[src/rtl/serial_sub_pkg.sv]
// Shared types and constants for the bit-serial subtractor.
// FSM state encoding and the default operand width.
package serial_sub_pkg;

  localparam int WIDTH_DEF = 8;

  typedef enum logic [1:0] {
    IDLE = 2'd0,
    RUN  = 2'd1,
    DONE = 2'd2
  } state_e;

endpackage

[src/rtl/serial_sub8_full_sub1.sv]
// Combinational 1-bit full subtractor: d = a - b - bin.
// bout is the borrow propagated to the next bit.
module full_sub1 (
  input  logic a,
  input  logic b,
  input  logic bin,
  output logic d,
  output logic bout
);

  assign d    = a ^ b ^ bin;
  assign bout = (~a & b) | (~(a ^ b) & bin);

endmodule

[src/rtl/serial_sub8.sv]
// Bit-serial subtractor, LSB first, valid/ready on both sides.
// Define SERSUB_OVF_EN to add the signed-overflow output ovf.
module serial_sub8
  import serial_sub_pkg::*;
#(
  parameter  int WIDTH = WIDTH_DEF,
  localparam int CNT_W = $clog2(WIDTH + 1)
) (
  input  logic             clk,
  input  logic             rst_n,
  input  logic             in_valid,
  output logic             in_ready,
  input  logic [WIDTH-1:0] a,
  input  logic [WIDTH-1:0] b,
  input  logic             bin,
  output logic             out_valid,
  input  logic             out_ready,
  output logic [WIDTH:0]   diff
`ifdef SERSUB_OVF_EN
  ,
  output logic             ovf
`endif
);

  state_e           state_q, state_d;
  logic [WIDTH-1:0] a_q, a_d;
  logic [WIDTH-1:0] b_q, b_d;
  logic [WIDTH-1:0] res_q, res_d;
  logic [CNT_W-1:0] cnt_q, cnt_d;
  logic             br_q, br_d;
  logic [WIDTH:0]   diff_q, diff_d;
  logic             in_ready_q, in_ready_d;
  logic             out_valid_q, out_valid_d;
  logic             d_bit;
  logic             bout;
  logic             last_bit;

`ifdef SERSUB_OVF_EN
  logic a_msb_q, a_msb_d;
  logic b_msb_q, b_msb_d;
  logic ovf_q, ovf_d;
`endif

  full_sub1 u_cell (
    .a    (a_q[0]),
    .b    (b_q[0]),
    .bin  (br_q),
    .d    (d_bit),
    .bout (bout)
  );

  assign last_bit = (cnt_q == CNT_W'(WIDTH - 1));

  always_comb begin
    state_d     = state_q;
    a_d         = a_q;
    b_d         = b_q;
    res_d       = res_q;
    cnt_d       = cnt_q;
    br_d        = br_q;
    diff_d      = diff_q;
    in_ready_d  = in_ready_q;
    out_valid_d = out_valid_q;
`ifdef SERSUB_OVF_EN
    a_msb_d     = a_msb_q;
    b_msb_d     = b_msb_q;
    ovf_d       = ovf_q;
`endif
    unique case (state_q)
      IDLE: begin
        if (in_valid && in_ready_q) begin
          a_d        = a;
          b_d        = b;
          br_d       = bin;
          res_d      = '0;
          cnt_d      = '0;
          in_ready_d = 1'b0;
          state_d    = RUN;
`ifdef SERSUB_OVF_EN
          a_msb_d    = a[WIDTH-1];
          b_msb_d    = b[WIDTH-1];
`endif
        end
      end
      RUN: begin
        a_d   = a_q >> 1;
        b_d   = b_q >> 1;
        br_d  = bout;
        res_d = {d_bit, res_q[WIDTH-1:1]};
        cnt_d = cnt_q + 1'b1;
        if (last_bit) begin
          // d_bit is the result MSB on the final bit-cycle
          diff_d      = {bout, d_bit, res_q[WIDTH-1:1]};
          out_valid_d = 1'b1;
          state_d     = DONE;
`ifdef SERSUB_OVF_EN
          ovf_d = (a_msb_q != b_msb_q) && (d_bit != a_msb_q);
`endif
        end
      end
      DONE: begin
        if (out_ready) begin
          out_valid_d = 1'b0;
          in_ready_d  = 1'b1;
          state_d     = IDLE;
        end
      end
      default: begin
        state_d     = IDLE;
        in_ready_d  = 1'b1;
        out_valid_d = 1'b0;
      end
    endcase
  end

  always_ff @(posedge clk or negedge rst_n) begin
    if (!rst_n) begin
      state_q     <= IDLE;
      a_q         <= '0;
      b_q         <= '0;
      res_q       <= '0;
      cnt_q       <= '0;
      br_q        <= 1'b0;
      diff_q      <= '0;
      in_ready_q  <= 1'b1;
      out_valid_q <= 1'b0;
`ifdef SERSUB_OVF_EN
      a_msb_q     <= 1'b0;
      b_msb_q     <= 1'b0;
      ovf_q       <= 1'b0;
`endif
    end else begin
      state_q     <= state_d;
      a_q         <= a_d;
      b_q         <= b_d;
      res_q       <= res_d;
      cnt_q       <= cnt_d;
      br_q        <= br_d;
      diff_q      <= diff_d;
      in_ready_q  <= in_ready_d;
      out_valid_q <= out_valid_d;
`ifdef SERSUB_OVF_EN
      a_msb_q     <= a_msb_d;
      b_msb_q     <= b_msb_d;
      ovf_q       <= ovf_d;
`endif
    end
  end

  assign in_ready  = in_ready_q;
  assign out_valid = out_valid_q;
  assign diff      = diff_q;
`ifdef SERSUB_OVF_EN
  assign ovf       = ovf_q;
`endif

endmodule

[config.mk]
export PLATFORM = sky130hd
export DESIGN_NAME = serial_sub8
export DESIGN_NICKNAME = d
export VERILOG_FILES = /design/src/rtl/serial_sub_pkg.sv /design/src/rtl/serial_sub8_full_sub1.sv /design/src/rtl/serial_sub8.sv
export SDC_FILE = /design/constraint.sdc
export NUM_CORES = 1
export LEC_CHECK = 0
export ABC_AREA = 1
export BUFFER_PORTS_ARGS = -buffer_cell sky130_fd_sc_hd__buf_4
export CAP_MARGIN = 10
export CORE_ASPECT_RATIO = 1.2
export CORE_UTILIZATION = 50
export DETAILED_ROUTE_END_ITERATION = 8
export PLACE_DENSITY = 0.85
export SLEW_MARGIN = 20
export SYNTH_ARGS = -nofsm -noshare
export SYNTH_HDL_FRONTEND = slang
export SYNTH_SLANG_ARGS = --single-unit
export TNS_END_PERCENT = 1
[constraint.sdc]
create_clock -name clk -period 1.1 [get_ports clk]
set_input_delay 0.055 -clock clk [delete_from_list [all_inputs] [get_ports clk]]
set_output_delay 0.055 -clock clk [all_outputs]
set_load 0.02 [all_outputs]
==> results.cfg <==
[outcome]
status = complete, but fails checks
violations = setup timing

[route]
firstDrtPassIters = 4
drc_errors = 0
drtAntennaViolNets = 0
wl_mm = 4.205
dr_total_vias = 1775
wl_per_cell_um = 12.08
dr.first_iter.drc_count = 97
viasPerCell = 5.101

[pwr]
p_per_area_nw_per_um2 = 2922
ir_drop_v = 0.001388
leakage_nw = 1.412
total_power_mw = 7.593

[clocking]
root_buffer = clkbuf_8
clk-insertion-delay-late_ps = 300
cts_tree = built
clkTransAtPathRegs_ps = 70
cts-buffers-inserted = 5
clock_sink_count = 41
clockBufferDepth = 2
htreeDepth = 2

[global_route]
grt_pass1_vias = 1665
grt_usage_pct = 22.68
grt_pass1_wl_mm = 7.107
antenna_found_initial = 0
grt_start_max_net_pins = 42
grt-ovfl-total = 0

[run]
drv_cap = 0

[layout]
layout-drive-gt1-share_pct = 28.04
layout.cells.non_filler = 348
most-common-layout-cells = nand2_1 (113), buf_4 (48), nand3_1 (44), dfrtp_1 (39)
area_growth_syn_to_layout_pct = 33.23
num_antenna_cells = 0
layout_commonest_cell = nand2_1
fin_nets = 318
final_area_um2 = 2599
final_util_pct = 70.36

[logic_synthesis]
synthDistinctLibCells = 22
synthesis.nets = 263
ys_seq_area_share_pct = 52.66
syn_inst = 240
synth_edf_count = 0
synthArstFlopShare_pct = 100.0
syn-cell-area_um2 = 1951
ys_warn_count = 0
synth_top_flop_cell = dfrtp_1
syn_area_per_cell_um2 = 8.128
ys_ff_latch = 41

[worst_setup_path]
end_kind = flop
critPathLaunchType = flop
crit_type = reg2reg
crit_required_ps = 1340
critPathMaxFanout = 2
cp.arrival_ps = 1400

[timing]
fmax_ghz = 0.8581
worstMarginPinSlew_ps = 509.6
fin_crit_sh_pct = 105.9
period_needed_ps = 1165
finalClockSkew_ps = 2.693
holdWs_ps = 32.63
slew_headroom_pct = 66.02
rsz0062_at_grt = yes
tns_ps = -540.9
setup_viol = 26
hold_viol_final = 0
setup_slack_ps = -65.30
maxSlewViolCount = 0

[place]
dp_hpwl_mm = 2.793
io_buffers = 31
dp_worst_setup_slack_ps = -147.9
placedCellCount = 332
post_dp_cell_area_um2 = 2386
place_congestion = 0.7950

[min_path]
hold_path_class = in2reg

[floorplanning]
initial_core_util_pct = 52.81
fp.dieW_um = 59.02
core_area_um2 = 3694
rows = 24
die_h_um = 70.42
die_area_um2 = 4156
ios = 32
[power by group]
group          total, mW  switching, mW  internal (mW)
Combinational       4.03           2.18           1.85
Clock              0.945          0.505          0.439
Sequential          2.62          0.444           2.17
Total               7.59           3.13           4.47
[flip-flops by register name, indices dropped and copies added, names as in the netlist]
register / cells
a_q: 8
b_q: 8
br_q: 1
cnt_q: 4
diff: 9
in_ready: 1
out_valid: 1
res_q: 7
state_q: 2
[synth_stat cells (2+ instances only)]
cell,count,share of area [%]
buf_2,5,1.3
nor2_1,4,0.77
nand4_1,2,0.64
nand3_1,46,12
nand2_1,116,22
inv_1,5,0.96
dfrtp_1,40,51
o21ai_0,3,0.77
buf_4,5,1.9
buf_6,2,1.2
[cell type report]
cell class / count / area [um^2]
well taps: 52 / 65.06
clock inverters: 2 / 10.01
repair buffers: 58 / 515.5
inverters: 7 / 28.78
clock buffers: 6 / 72.57
flip-flops and latches: 41 / 1028
multi-input cells: 182 / 878.3
fillers: 299 / 1095
[cells by family after synthesis]
family                   Yosys count  share of synthesized area, %
buffers and inverters             19                         5.837
adder cells (fa/ha/maj)            2                         1.668
AND/OR/NAND/NOR                  172                         37.91
flip-flops                        41                         52.66
AO/OA/AOI/OAI                      6                         1.925
[final timing paths]
kind | slack (ps) | endpoint | startpoint | depth (start not counted)
setup / recovery | -70 | diff[7]$_DFFE_PN0P_ | b_q[0]$_DFFE_PN0P_ | 4
hold / removal | 30 | b_q[3]$_DFFE_PN0P_ | b[3] | 5
setup reg to reg | -70 | diff[7]$_DFFE_PN0P_ | b_q[0]$_DFFE_PN0P_ | 4
hold reg to reg | 480 | diff[1]$_DFFE_PN0P_ | diff[1]$_DFFE_PN0P_ | 2
max in group asynchronous | 440 | state_q[0]$_DFFE_PN0P_ | rst_n | 2
min in group asynchronous | 280 | diff[4]$_DFFE_PN0P_ | rst_n | 2
[worst max-delay path, stage by stage, from the launching register on]
cell,delay (ps)
dfrtp_1,360
inv_2,50
fa_2,590
nand2_1,50
nand2_1,50
[routing by layer]
metal / GRT usage (%) / wire length (um)
met1: 27.97 / 1840
met2: 37.12 / 2122
met3: 4.630 / 155
met4: 10.85 / 87
met5: 0 / 0
[repair_timing]
action	in CTS	in global routing
endpoints found under the hold margin	43	0
hold buffers	4	0
pin swaps	9	4
setup buffers	1	1
gates resized for setup	17	4
gates cloned	2	0
setup endpoints to repair	34	42
Power figures use the tool's default switching activity.
